==> src/rtl/div_unit_pkg.sv <==
// div_unit_pkg: shared op encodings, state enum and sizing for the RV32M divider.
package div_unit_pkg;
  localparam int DIV_XLEN = 32;
  localparam int ITER = DIV_XLEN;
  typedef enum logic [1:0] {DIV = 2'd0, DIVU = 2'd1, REM = 2'd2, REMU = 2'd3} div_op_e;
  typedef enum logic [1:0] {IDLE = 2'd0, BUSY = 2'd1, DONE = 2'd2} div_state_e;
endpackage

==> src/rtl/div_unit.sv <==
// div_unit: radix-2 restoring RV32M DIV/DIVU/REM/REMU, one quotient bit per cycle.
module div_unit
  import div_unit_pkg::*;
#(
  parameter int XLEN = DIV_XLEN
) (
  input  logic            i_clk,
  input  logic            i_rst_n,
  input  logic            i_valid,
  output logic            o_ready,
  input  logic [1:0]      i_op,
  input  logic [XLEN-1:0] i_A,
  input  logic [XLEN-1:0] i_B,
  input  logic            i_flush,
  output logic            o_valid,
  output logic [XLEN-1:0] o_out
);
  localparam int CW = $clog2(XLEN) + 1;
  div_state_e state;
  logic [XLEN-1:0] quo, rem, dvs;
  logic [CW-1:0] cnt;
  logic rem_sel, neg, spc;
  logic is_signed, a_neg, b_neg, div0, ovf;
  logic [XLEN-1:0] a_mag, b_mag, nquo, nrem, res;
  logic [XLEN:0] sh, diff;
  always_comb begin
    is_signed = ~i_op[0];
    a_neg = is_signed & i_A[XLEN-1];
    b_neg = is_signed & i_B[XLEN-1];
    a_mag = a_neg ? -i_A : i_A;
    b_mag = b_neg ? -i_B : i_B;
    div0 = i_B == '0;
    ovf = is_signed & (i_A == {1'b1, {(XLEN-1){1'b0}}}) & (&i_B);
    sh = {rem, quo[XLEN-1]};
    diff = sh - {1'b0, dvs};
    nrem = spc ? rem : (diff[XLEN] ? sh[XLEN-1:0] : diff[XLEN-1:0]);
    nquo = spc ? quo : {quo[XLEN-2:0], ~diff[XLEN]};
    res = rem_sel ? nrem : nquo;
    res = neg ? -res : res;
  end
  always_ff @(posedge i_clk or negedge i_rst_n) begin
    if (!i_rst_n) begin
      state <= IDLE;
      o_ready <= 1'b1;
      o_valid <= 1'b0;
      o_out <= '0;
      quo <= '0;
      rem <= '0;
      dvs <= '0;
      cnt <= '0;
      rem_sel <= 1'b0;
      neg <= 1'b0;
      spc <= 1'b0;
    end else if (i_flush) begin
      state <= IDLE;
      o_ready <= 1'b1;
      o_valid <= 1'b0;
    end else begin
      case (state)
        IDLE: if (i_valid) begin
          state <= BUSY;
          o_ready <= 1'b0;
          rem_sel <= i_op[1];
          dvs <= b_mag;
          // special cases carry their final result and take a single pass through BUSY
          spc <= div0 | ovf;
          neg <= (div0 | ovf) ? 1'b0 : (i_op[1] ? a_neg : a_neg ^ b_neg);
          cnt <= (div0 | ovf) ? CW'(ITER - 1) : '0;
          quo <= div0 ? '1 : (ovf ? {1'b1, {(XLEN-1){1'b0}}} : a_mag);
          rem <= div0 ? i_A : '0;
        end
        BUSY: begin
          quo <= nquo;
          rem <= nrem;
          cnt <= cnt + CW'(1);
          if (cnt == CW'(ITER - 1)) begin
            state <= DONE;
            o_valid <= 1'b1;
            o_out <= res;
          end
        end
        default: begin
          state <= IDLE;
          o_valid <= 1'b0;
          o_ready <= 1'b1;
        end
      endcase
    end
  end
endmodule
==> config.mk <==
export PLATFORM = sky130hd
export DESIGN_NAME = div_unit
export DESIGN_NICKNAME = d
export VERILOG_FILES = /design/src/rtl/div_unit_pkg.sv /design/src/rtl/div_unit.sv
export SDC_FILE = /design/constraint.sdc
export NUM_CORES = 1
export LEC_CHECK = 0
export ABC_AREA = 0
export ABC_CLOCK_PERIOD_IN_PS = 12400
export CELL_PAD_IN_SITES_DETAIL_PLACEMENT = 1
export CELL_PAD_IN_SITES_GLOBAL_PLACEMENT = 1
export CORE_AREA = 4 4 156 158
export DETAILED_ROUTE_END_ITERATION = 7
export DIE_AREA = 0 0 160 162
export DONT_BUFFER_PORTS = 1
export HOLD_SLACK_MARGIN = 0.05
export PLACE_DENSITY_LB_ADDON = 0.1
export SETUP_SLACK_MARGIN = 0.5
export SLEW_MARGIN = 20
export SYNTH_ARGS = -nofsm -noshare
export SYNTH_HDL_FRONTEND = slang
export SYNTH_SLANG_ARGS = --single-unit
export TNS_END_PERCENT = 30
==> constraint.sdc <==
create_clock -name i_clk -period 12.4 [get_ports i_clk]
set_clock_uncertainty 0.1 [all_clocks]
set_input_delay 2.48 -clock i_clk [delete_from_list [all_inputs] [get_ports i_clk]]
set_output_delay 2.48 -clock i_clk [all_outputs]
set_load 0.01 [all_outputs]
Word-level counts from Yosys, hierarchy flattened --
Index checks and enable logic that the tools add are counted.
Word-level totals: register bits 141, bits of input ports 70, output and inout port bits 34, logic and storage cells 72
Cells by class: $add $sub $neg 5, equality and inequality tests 8, muxes and demuxes 29, bitwise logic cells 9, reduce and logical (&&, ||, !) cells 10
Operators by type and width (count):
- 2-to-1 mux 32 bit | 12
- case mux 32 bit (2 select lines) | 2
- negation 32 bit | 3
- subtractor 33 x 32 -> 33 bit | 1
- equality test 32 bit, second input constant | 1
- logical NOT 32 bit | 1
- AND reduction 32 bit | 1
- case mux 6 bit (2 select lines) | 1
- AND reduction 3 bit | 3
- adder 6 x 1 -> 6 bit, second input constant | 1
- equality test 6 x 5 -> 1 bit, second input constant | 1
- 2-to-1 mux 1 bit | 6
- 2-to-1 mux 2 bit | 3
- 2-to-1 mux 6 bit | 1
- != test 2 bit, second input constant | 3
- != test 3 bit, second input constant | 2
- AND reduction 2 bit | 3
- 2-to-1 mux 5 bit | 1
- bitwise AND 1 bit | 4
- case mux 1 bit (2 select lines) | 2
- case mux 2 bit (2 select lines) | 1
- inverter 1 bit | 3
- equality test 2 x 1 -> 1 bit, second input constant | 1
- logical NOT 2 bit | 1
- other kinds (3) | 3

Depth between registers and ports, before layout --
depth in word-level cells 7, mapped depth 19, gate-level depth less buffers 19

Worst setup path after synthesis --
Ideal clock, no wire load.
path type input port to flip-flop, start point input i_B[10], end point register rem[12], setup time 0.083 ns, arrival 4.902 ns, data required time 12.217 ns, slack 7.316 ns, stages 13, path buffers 3, cell sequence nor3_1 nand2b_1 nor4_1 nor2b_1 and2_1 and3_1 and3b_1 clkbuf_1 and2_1 clkbuf_1 clkbuf_1 a21oi_1 o21ai_0
Between the ends: cells in the longest elaborated chain, start to end 4
RTL lines:
- start, declared | line div_unit.sv:13 | input logic [XLEN-1:0] i_B,
- logical NOT 32 bit | line div_unit.sv:32 | div0 = i_B == '0;
- 2-to-1 mux 32 bit | line div_unit.sv:70 | rem <= div0 ? i_A : '0;
- 2-to-1 mux 32 bit | line div_unit.sv:60 | IDLE: if (i_valid) begin
- case mux 32 bit (2 select lines) | line div_unit.sv:59 | case (state)
- end signal, assigned | line div_unit.sv:70
- end signal, assigned | line div_unit.sv:74 | rem <= nrem;
- end, declared | line div_unit.sv:20 | logic [XLEN-1:0] quo, rem, dvs;
No other way between the ends. The select of a mux whose other input is x is not followed. A chain may end at the register's enable or synchronous reset.

Final worst setup path --
start point register rem[10], end point register o_out[26]
Between the ends: cells in the longest elaborated chain, start to end 6, elaborated cells between the ends (all ways) 8, those cells by class add/sub (2); mux (5); bitwise (1)
RTL lines:
- subtractor 33 x 32 -> 33 bit | line div_unit.sv:35 | diff = sh - {1'b0, dvs};
- 2-to-1 mux 32 bit / inverter 1 bit (equally long branches) | line div_unit.sv:36, div_unit.sv:37
- 2-to-1 mux 32 bit, on equally long branches | line div_unit.sv:36, div_unit.sv:37
- 2-to-1 mux 32 bit (*) | line div_unit.sv:38 | res = rem_sel ? nrem : nquo;
- negation 32 bit | line div_unit.sv:39 | res = neg ? -res : res;
- 2-to-1 mux 32 bit (*) | line div_unit.sv:39
- end signal, assigned | line div_unit.sv:79 | o_out <= res;
- end, declared | line div_unit.sv:16 | output logic [XLEN-1:0] o_out
Mark *: on every way between the ends. The rest lies on a longest branch, timed or not.

==> summary.txt <==
Floorplan
  • Die area: 0.0259 mm²
  • Area of the core: 0.0231 mm²
  • Initial core utilization: 0.512
  • Die Wd: 160 µm
  • I/O pins: 104
  • Rows: 56
  • Die Span Y: 162 µm

Synthesis
  • YS warnings: 0
  • Ys flop type: dfrtp_1
  • Synth Net Count: 1657
  • Async SR Flop Fraction: 1.00
  • Post-synthesis cell area: 0.0118 mm²
  • Number of synthesized flops with an enable pin: 0
  • Cells after synthesis: 1549
  • Synthesized area per cell: 7.65 µm²
  • Post-synthesis sequential element count: 141
  • Netlist cell types: 83
  • Sequential-to-total area share from yosys stat: 0.298

Worst hold path
  • Min-Delay Path Class: register to register

Timing
  • FMAX: 0.167 GHz
  • RSZ-0062 raised after global routing: no
  • Clock period minus worst slack: 5990 ps
  • Slew headroom: 0.260
  • Pins over their slew limit: 0
  • Final hold viol count: 0
  • Period utilisation layout: 0.483
  • Setup Viol. Count Final: 0
  • Worst slew pin tran: 1110 ps
  • Final TNS setup: 0 ps

Clocking
  • Clk slew on worst S/H paths: 70 ps
  • PostCTS Resize Cnt: 0
  • CTS Buf Count: 17
  • CTS Hold Bufs: 0
  • Max Root-Sink Buffers: 2
  • # clock sinks: 141
  • Worst skew pair latency: 430 ps
  • Postcts setup bufs: 0
  • CTS tree: done
  • H-tree Lvls: 4
  • Clk root buf: clkbuf_16

Outcome
  • Status: finished, final reports clean

Detailed routing
  • Via count: 11600
  • Routed Antenna Nets: 0
  • # DRC: 0
  • Final wirelength: 41400 µm
  • DR WL/cell: 23.1 µm
  • Number of vias per cell: 6.49
  • DR iter-0 viols: 1021
  • Drt first pass iters: 5

Power and ir drop
  • LEAKAGE: 5.22 nW
  • Register share of total power: 0.293
  • Internal: 1.18 mW
  • Net Sw Frac: 0.441
  • Combinational share of power: 0.452
  • Peak supply drop: 91.7 µV
  • Pwr dens: 168 mW/mm²
  • Sw Pwr: 0.931 mW
  • Power share of the clock group: 0.255

Critical path
  • CP Launch Type: register
  • FF-to-FF setup slack: 6410 ps
  • Crit Path Class: register to register
  • Crit path capture type: register
  • Worst-path maximum fanout: 34
  • CP required: 12580 ps
  • CP arrival: 6170 ps

Global routing
  • Largest net degree at the start of global routing: 142
  • First-pass GRT wire length: 66000 µm
  • Grt met1 use: 0.447
  • GR Util met2: 0.512
  • Vias in the first global route: 11700
  • Congestion Overflow GR: 0
  • GR met3 Demand/Resource: 0.0553
  • Initial antenna violation count: 0
  • Busiest grt layer: met2
  • Gr usage total: 0.317

Placement
  • PortBufs: 0
  • Placed insts: 1762
  • Routability cong.: 0.898
  • DP Wirelength: 30000 µm

Cells and area
  • Share of layout cells above drive strength 1: 0.0711
  • Filler cell count: 2877
  • Area of the multi-input gates: 0.00778 mm²
  • NumNets Final: 1599
  • N_diodes: 0
  • Core Util, Final: 0.544
  • P&R area growth vs syn: 6.30%
  • Reg area: 0.00354 mm²
  • Post-Layout Cell Count: 1794

Flow run
  • Max Cap Viol: 0
==> area by class of cell <==
cell class	instances	share of cell area
inverter	55	0.0164
clock inverter	13	0.0119
multi-input combinational	1261	0.618
timing repair buffer	15	0.00894
clock buffer	19	0.0352
tap	290	0.0288
sequential	141	0.281
==> worst paths after layout <==
| check | cells past startpoint | from | to |
|---|---|---|---|
| min in group asynchronous | 0 | i_rst_n | quo[1] |
| worst max-delay path | 14 | rem[10] | o_out[26] |
| worst min-delay path | 2 | o_ready | o_ready |
| max in group asynchronous | 0 | i_rst_n | dvs[16] |
| worst max register to register | 14 | rem[10] | o_out[26] |
| worst min register to register | 2 | o_ready | o_ready |
==> registers in the layout (all words and copies together) (netlist names) <==
register / count
o_ready: 1
neg: 1
dvs: 32
state: 2
o_valid: 1
quo: 32
spc: 1
cnt: 6
o_out: 32
rem: 32
rem_sel: 1
==> power by group through the flow <==
stage / Sequential, mW / Combinational (mW) / Clock [mW]
final: 0.618 / 0.954 / 0.538
after floorplan: 0.574 / 0.712 / 0
after global routing: 0.627 / 1.04 / 0.563
after CTS: 0.613 / 0.936 / 0.542
after detailed placement: 0.621 / 0.925 / 0
after global placement: 0.618 / 0.899 / 0
==> Yosys cell counts, types with 7 or more instances <==
| master | instances | share of area |
|---|---|---|
| nand2_1 | 198 | 0.063 |
| a21oi_1 | 194 | 0.082 |
| nor2_1 | 154 | 0.049 |
| dfrtp_1 | 140 | 0.30 |
| o21ai_0 | 140 | 0.059 |
| clkbuf_1 | 82 | 0.026 |
| xnor2_1 | 77 | 0.057 |
| inv_1 | 55 | 0.017 |
| mux2i_1 | 52 | 0.044 |
| xor2_1 | 38 | 0.028 |
| ha_1 | 37 | 0.039 |
| nor3_1 | 30 | 0.013 |
| nand3_1 | 25 | 0.011 |
| nand4_1 | 24 | 0.013 |
| mux2_2 | 17 | 0.016 |
| nand2b_1 | 17 | 0.0090 |
| a31oi_1 | 16 | 0.0085 |
| nor2b_1 | 16 | 0.0085 |
| a221oi_1 | 15 | 0.011 |
| o31ai_1 | 15 | 0.0095 |
| a22oi_1 | 13 | 0.0082 |
| o211ai_1 | 13 | 0.0082 |
| o21a_1 | 12 | 0.0076 |
| nor4_1 | 11 | 0.0058 |
| o21ai_1 | 11 | 0.0046 |
| a211oi_1 | 10 | 0.0063 |
| o41ai_1 | 10 | 0.0074 |
| and2_1 | 9 | 0.0048 |
| and3_1 | 9 | 0.0048 |
| a21o_1 | 8 | 0.0051 |
| nor3b_1 | 7 | 0.0044 |
| o22ai_1 | 7 | 0.0037 |
| or3_1 | 7 | 0.0037 |
==> logic make-up after synthesis <==
kind of cell,after synthesis,share of synthesized area
AOI/OAI and AO/OA,508,0.259
muxes,71,0.0626
xor gates and xnor gates,115,0.0850
buffers and inverters,147,0.0481
DFF,141,0.298
and+or+nand+nor,529,0.206
adders and majority gates,38,0.0408
==> layer usage <==
metal / wire [µm] / vias to the layer above
li1: - / 5405
met3: 3420 / 50
met1: 18400 / 5690
met5: 0 / -
met2: 19000 / 501
met4: 610 / 0
==> stage by stage <==
step / power [mW] / hold WS [ps] / instance area (µm²) / setup WS (ps)
floorplan: 1.29 / 365 / 11800 / 7320
global placement: 1.52 / 375 / 12000 / 6690
detailed placement: 1.55 / 401 / 12000 / 6600
finish: 2.11 / 405 / 12600 / 6410
global route: 2.23 / 439 / 12600 / 6060
CTS: 2.09 / 409 / 12600 / 6590
==> layout by cell type (no fill, tap or decap), types with 10 or more instances in the layout <==
master,Yosys,final
nor2_1,154,152
nor2b_1,16,14
a22oi_1,13,13
o211ai_1,13,13
nor4_1,11,11
a21oi_1,194,194
o21ai_1,11,10
o41ai_1,10,10
o21a_1,12,12
nand3_1,25,25
ha_1,37,37
a211oi_1,10,10
dfrtp_1,140,137
mux2_2,17,17
a221oi_1,15,15
buf_4,0,15
nand4_1,24,24
nor3_1,30,29
nand2_1,198,197
mux2i_1,52,52
inv_1,55,55
a31oi_1,16,16
xnor2_1,77,77
xor2_1,38,38
o21ai_0,140,140
nand2b_1,17,17
clkbuf_16,0,17
o31ai_1,15,15
==> critical path, cell delays in order, from the launching register on <==
cell and delay, ps:
dfrtp_1 500, ha_1 460, a21oi_1 410, o21ai_0 280, a21oi_2 330, a21oi_2 130
nor3_2 720, nor2_4 40, buf_4 320, and3_1 240, a311oi_1 720, nand4_2 610
o41ai_1 660, xor2_1 220, o21ai_1 70
Power figures use the tool's default switching activity.
==> patch 1: new RTL, same flow settings <==
Compare `cnt` against `CW'(ITER - 1)` with >= in place of ==.
--- a/src/rtl/div_unit.sv
+++ b/src/rtl/div_unit.sv
@@ -74,5 +74,5 @@
           rem <= nrem;
           cnt <= cnt + CW'(1);
-          if (cnt == CW'(ITER - 1)) begin
+          if (cnt >= CW'(ITER - 1)) begin
             state <= DONE;
             o_valid <= 1'b1;
Behaviour: same outputs for any inputs over 4 cycles, from zero or initial values and one cycle with i_rst_n low; that may be too few to reach the edited logic, so the function may still have changed.
==> patch 1 against the original RTL <==
  * Area after synthesis decreased by 0.90%
  * Via count increased by 1.6%
  * Total power increased by 3.6%
  * Sequential cell count unchanged
  * Count of clock-buffer cells in the layout decreased by 1
  * Highest routed layer unchanged
  * Worst setup slack improved by 0.61 ns
  * Wire length increased by 10%
  * Cell area decreased by 0.61%
==> patch 1: results (changes against the original RTL) <==
The flow ran to the end, and the final reports show no timing, DRC or antenna violations. The placed wire-length estimate came to 33.5 mm (+12%). The post-placement worst setup slack is 6.79 ns (+0.193 ns).

The delay of the slowest cell on the worst path is 0.66 ns (-0.06 ns). The total global-route track usage came out at 0.348 (+0.0314). The global routing met1 resource utilization is 0.486 (+0.0385). At the later pin of the worst-skew pair, clock insertion delay measures 0.44 ns.

The global-route wire length before repair is 70.7 mm (+7.1%). The total via count in the routed design was 11800 (+1.6%). The headroom to the max-slew limit came out at 0.262 (+0.00162). The distinct cell type count after synthesis is 88 (+6.0%). The global placer's final weighted congestion is 0.949 (+5.6%).

The number of detailed-routing iterations run before antenna repair came out at 5 (unchanged). The net count after synthesis came to 1637 (-1.2%). The global-route track usage on met2 is 0.527 (+0.0150). The first-iteration detailed-routing DRC count is 1050 (+2.8%). The xor and xnor area share after synthesis came out at 0.0783 (-0.00669). The initial antenna violation count is 1 (+1). The count of instances resized after the clock tree is built is 0 (unchanged). The proportion of layout cells with a drive suffix above 1 came out at 0.0694 (-0.00174). The mux share of post-synthesis cell area came out at 0.0316 (-0.0311). The clock transition at the registers of the reported paths came out at 0.07 ns (about the same). The met3 global-route usage is 0.0967 (+0.0414). Sorting the synthesized cells by how often they occur yields 182 x a21oi_1, 165 x nor2_1, 161 x nand2_1, 140 x dfrtp_1, 126 x o21ai_0. The share of synthesized registers carrying an async set or reset is 1.00 (unchanged).

The compound-gate portion of the synthesized area came out at 0.290 (+0.0305). The fraction of the mapped netlist area in adder cells is 0.0411 (+0.000369). Among all stages on the critical path, the largest delay is contributed by nor2_4. The count of synthesis-stage warnings from yosys came out at 0 (unchanged). In this run the worst hold path is classified as flop to flop. The sequential share of the synthesized area came out at 0.301 (+0.00270). The clock tree buffer depth is 2 (unchanged). The worst voltage drop across the vdd grid is 0.0924 mV (+0.84%). The critical path arrival is 5.56 ns (-0.61 ns).

The placed cell area came out at 0.0119 sq mm (-1.0%). By area the synthesized netlist is led by dfrtp_1 30%, a21oi_1 7.8%, o21ai_0 5.4%, nor2_1 5.3%, nand2_1 5.1%. The standby leakage power was 5.18 nW (-0.83%). The critical-path maximum fanout came out at 24 (-29%).

The overall routed net length came out at 45.7 mm (+10%).
==> patch 1: stage by stage <==
step / cells / utilization
3_3_place_gp: 1742 / 0.513
5_1_grt: 1774 / 0.541
3_5_place_dp: 1742 / 0.513
2_1_floorplan: 1529 / -
6_report: 1774 / 0.541
4_1_cts: 1774 / 0.541
==> patch 1: path summary, 6_finish.rpt <==
path,startpoint,to,slack [ns],depth (start not counted)
setup / recovery,quo[31]$_DFFE_PN0P_,o_out[24]$_DFFE_PN0P_,7.02,17
hold / removal,cnt[1]$_DFFE_PN0P_,cnt[1]$_DFFE_PN0P_,0.43,2
setup reg to reg,quo[31]$_DFFE_PN0P_,o_out[24]$_DFFE_PN0P_,7.02,17
hold reg to reg,cnt[1]$_DFFE_PN0P_,cnt[1]$_DFFE_PN0P_,0.43,2
max in group asynchronous,i_rst_n,dvs[10]$_DFFE_PN0P_,10.33,0
min in group asynchronous,i_rst_n,o_out[5]$_DFFE_PN0P_,1.63,0
==> patch 1: per-layer routing <==
| layer | share of wire | wire length [microns] |
|---|---|---|
| met2 | 0.44 | 20000 |
| met1 | 0.43 | 19800 |
| met5 | 0 | 0 |
| met3 | 0.099 | 4550 |
| met4 | 0.030 | 1370 |
==> patch 1: power breakdown <==
part           leakage [nW]  internal, mW  switching (mW)
sequential             1.66         0.534           0.112
combinational          3.21         0.342           0.615
clock                 0.312         0.332           0.249
==> patch 1: cell families (layout without fill, tap and decap cells) <==
logic type | after synthesis | after routing
AO/OA/AOI/OAI | 539 | 539
XOR/XNOR | 105 | 105
adder cells (fa/ha/maj) | 38 | 38
buffers and inverters | 156 | 111
flip-flops | 141 | 141
multiplexers | 35 | 35
AND/OR/NAND/NOR | 515 | 515
==> patch 1: layout make-up <==
class | count | area, sq um
multi-input combinational | 1232 | 7620
clock inverter | 14 | 203
sequential | 141 | 3530
tap | 290 | 363
inverter | 63 | 236
clock buffer | 18 | 439
timing repair buffer | 16 | 120
fill | 2850 | 10600
==> patch 1: worst reg2reg max path: cells and delay by family (launching register included) <==
kind                       cells  cell delay (ns)
xor gates and xnor gates       1             0.17
AOI/OAI and AO/OA              6             1.79
DFF                            1             0.39
and+or+nand+nor                5             1.61
buffers and inverters          2             0.30
adders and majority gates      3             0.87
==> patch 2: new RTL, same settings <==
Made on the original files. Set the package constant `DIV_XLEN` to 16 (it was 32).
--- a/src/rtl/div_unit_pkg.sv
+++ b/src/rtl/div_unit_pkg.sv
@@ -1,5 +1,5 @@
 // div_unit_pkg: shared op encodings, state enum and sizing for the RV32M divider.
 package div_unit_pkg;
-  localparam int DIV_XLEN = 32;
+  localparam int DIV_XLEN = 16;
   localparam int ITER = DIV_XLEN;
   typedef enum logic [1:0] {DIV = 2'd0, DIVU = 2'd1, REM = 2'd2, REMU = 2'd3} div_op_e;
Ports: changed (resized i_A, i_B and o_out); port bits go from 104 to 56. No check against the original RTL was run, so the function may have changed too.
==> patch 2 against the original RTL <==
  * First-iteration DRC count down 64%
  * Area after synthesis down 49%
  * Sequential cell count down 65
  * Cell area down 47%
  * Worst setup slack better by 1.2 ns
  * Wire length down 43%
  * Total power down 46%
  * Critical endpoint is now o_out[12]$_DFFE_PN0P_
  * Largest cell class unchanged
  * Largest power group unchanged
==> patch 2: results (changes against the original RTL) <==
The flow ran to the end, and the final reports show no timing, DRC or antenna violations. The standby leakage power came out at 2.77 nW (-47%). By area the synthesized netlist is led by dfrtp_1 31%, a21oi_1 6.9%, o21ai_0 5.8%, nor2_1 5.4%, nand2_1 5.2%. The launch instance of the worst register-to-register path is quo[15]$_DFFE_PN0P_. The number of cells produced by synthesis came out at 761 (-51%). The level count of the clock H-tree came out at 3 (-1). The delay of the slowest cell on the worst path came out at 0.51 ns (-0.21 ns). The number of detailed-routing iterations run before antenna repair came out at 4 (-1). The worst voltage drop across the vdd grid is 0.0639 mV (-30%). The number of filler cells placed in the layout is 2807 (-2.4%).

The total CTS buffers was 9 (-8). The total via count in the routed design came out at 5667 (-51%). The startpoint identified for the worst hold timing path is o_ready$_DFFE_PN1P_.

The total of hold buffers inserted after clock tree synthesis is 0 (unchanged). The proportion of layout cells with a drive suffix above 1 is 0.0731 (+0.00199). The sequential share of the synthesized area is 0.317 (+0.0192). The count of instances resized after the clock tree is built is 0 (unchanged). The number of global-route vias before repair is 5985 (-49%). In this run the critical register-to-register path is captured at o_out[12]$_DFFE_PN0P_.

The total global-route track usage came to 0.182 (-0.135). The global-route wire length before repair is 36.6 mm (-45%). By count the netlist is led by 86 x nor2_1, 83 x a21oi_1, 83 x nand2_1, 75 x dfrtp_1, 70 x o21ai_0.

The pin count of the biggest net entering global routing came out at 77 (-46%). The distinct cell type count after synthesis is 67 (-19%). The net count after synthesis came out at 822 (-50%).

The placed wire-length estimate is 18.3 mm (-39%). The count of nets left with antenna violations after detail routing came to 0 (unchanged). The first-iteration detailed-routing DRC count was 364 (-64%). The global-route track usage on met2 was 0.302 (-0.210). The layout net count came out at 808 (-49%).

The insertion delay of the later-clocked pin in the worst-skew pair came out at 0.35 ns (-0.08 ns). The global routing met1 resource utilization is 0.244 (-0.204). The via density per instance is 5.44 (-16%). The met3 global-route usage came to 0.0310 (-0.0244). The number of cells on the worst reg-to-reg path was 17 (+3).

The worst-margin pin slew is 0.845 ns (-0.261 ns). The reg2reg setup slack came to 7.64 ns (+1.23 ns). The global placer's final weighted congestion is 0.884 (-1.6%). The critical path arrival came out at 4.89 ns (-1.28 ns).

The critical-path maximum fanout came out at 7 (-79%). The cell count after placement came to 1026 (-42%). The wire length per cell after detailed routing is 22.7 microns (-1.5%).
## patch 2: logic make-up after synthesis
| kind of cell | share of synthesized area |
|---|---|
| multiplexers | 0.0630 |
| flip-flops | 0.317 |
| XOR/XNOR | 0.0730 |
| buffers and inverters | 0.0438 |
| adder cells (fa/ha/maj) | 0.0492 |
| AO/OA/AOI/OAI | 0.249 |
| AND/OR/NAND/NOR | 0.205 |
## patch 2: cell type report
cell class | instances | area share
Timing Repair Buffer | 10 | 0.0125
Multi-Input combinational cell | 616 | 0.583
Clock inverter | 7 | 0.00871
Inverter | 34 | 0.0193
Clock buffer | 9 | 0.0341
Sequential cell | 76 | 0.288
Tap cell | 290 | 0.0549
## patch 2: power breakdown
part	switching (mW)	internal, mW
clock network	0.122	0.139
logic	0.328	0.198
registers	0.0614	0.289
total	0.511	0.626
## patch 2: worst register-to-register path: stages (launching register included)
cell	delay, ns
dfrtp_1	0.39
inv_1	0.09
ha_1	0.23
fa_1	0.38
nand2b_1	0.19
a21o_1	0.23
a211oi_1	0.28
a21boi_0	0.25
nor3_2	0.51
buf_4	0.24
o21ai_0	0.07
o21ai_0	0.32
ha_1	0.26
nor3b_1	0.19
nand4_1	0.28
o31ai_1	0.38
xor2_1	0.17
o21ai_0	0.08
## patch 2: worst max-delay path by stage
stage          cells past startpoint           startpoint  slack [ns]                    end
2_1_floorplan                      9               i_B[0]        7.78    rem[15]$_DFFE_PN0P_
3_3_place_gp                      10               i_A[4]        7.45    quo[15]$_DFFE_PN0P_
3_5_place_dp                      10               i_A[4]        7.41    quo[15]$_DFFE_PN0P_
4_1_cts                           17  quo[15]$_DFFE_PN0P_        7.66  o_out[12]$_DFFE_PN0P_
5_1_grt                           18  quo[15]$_DFFE_PN0P_        7.23  o_out[12]$_DFFE_PN0P_
6_report                          17  quo[15]$_DFFE_PN0P_        7.64  o_out[12]$_DFFE_PN0P_
## patch 2: metal layers
| metal | vias up | share of wire |
|---|---|---|
| met1 | 2818 | 0.47 |
| li1 | 2692 | - |
| met3 | 31 | 0.040 |
| met4 | 0 | 0.025 |
| met5 | - | 0 |
| met2 | 126 | 0.47 |
## patch 2: through the flow
| step | setup WS [ns] | instance area, sq um | hold WS (ns) |
|---|---|---|---|
| after global routing | 7.23 | 6610 | 0.429 |
| after CTS | 7.66 | 6610 | 0.390 |
| after global placement | 7.45 | 6310 | 0.376 |
| after floorplan | 7.78 | 6000 | 0.365 |
| final | 7.64 | 6610 | 0.386 |
| after detailed placement | 7.41 | 6330 | 0.377 |
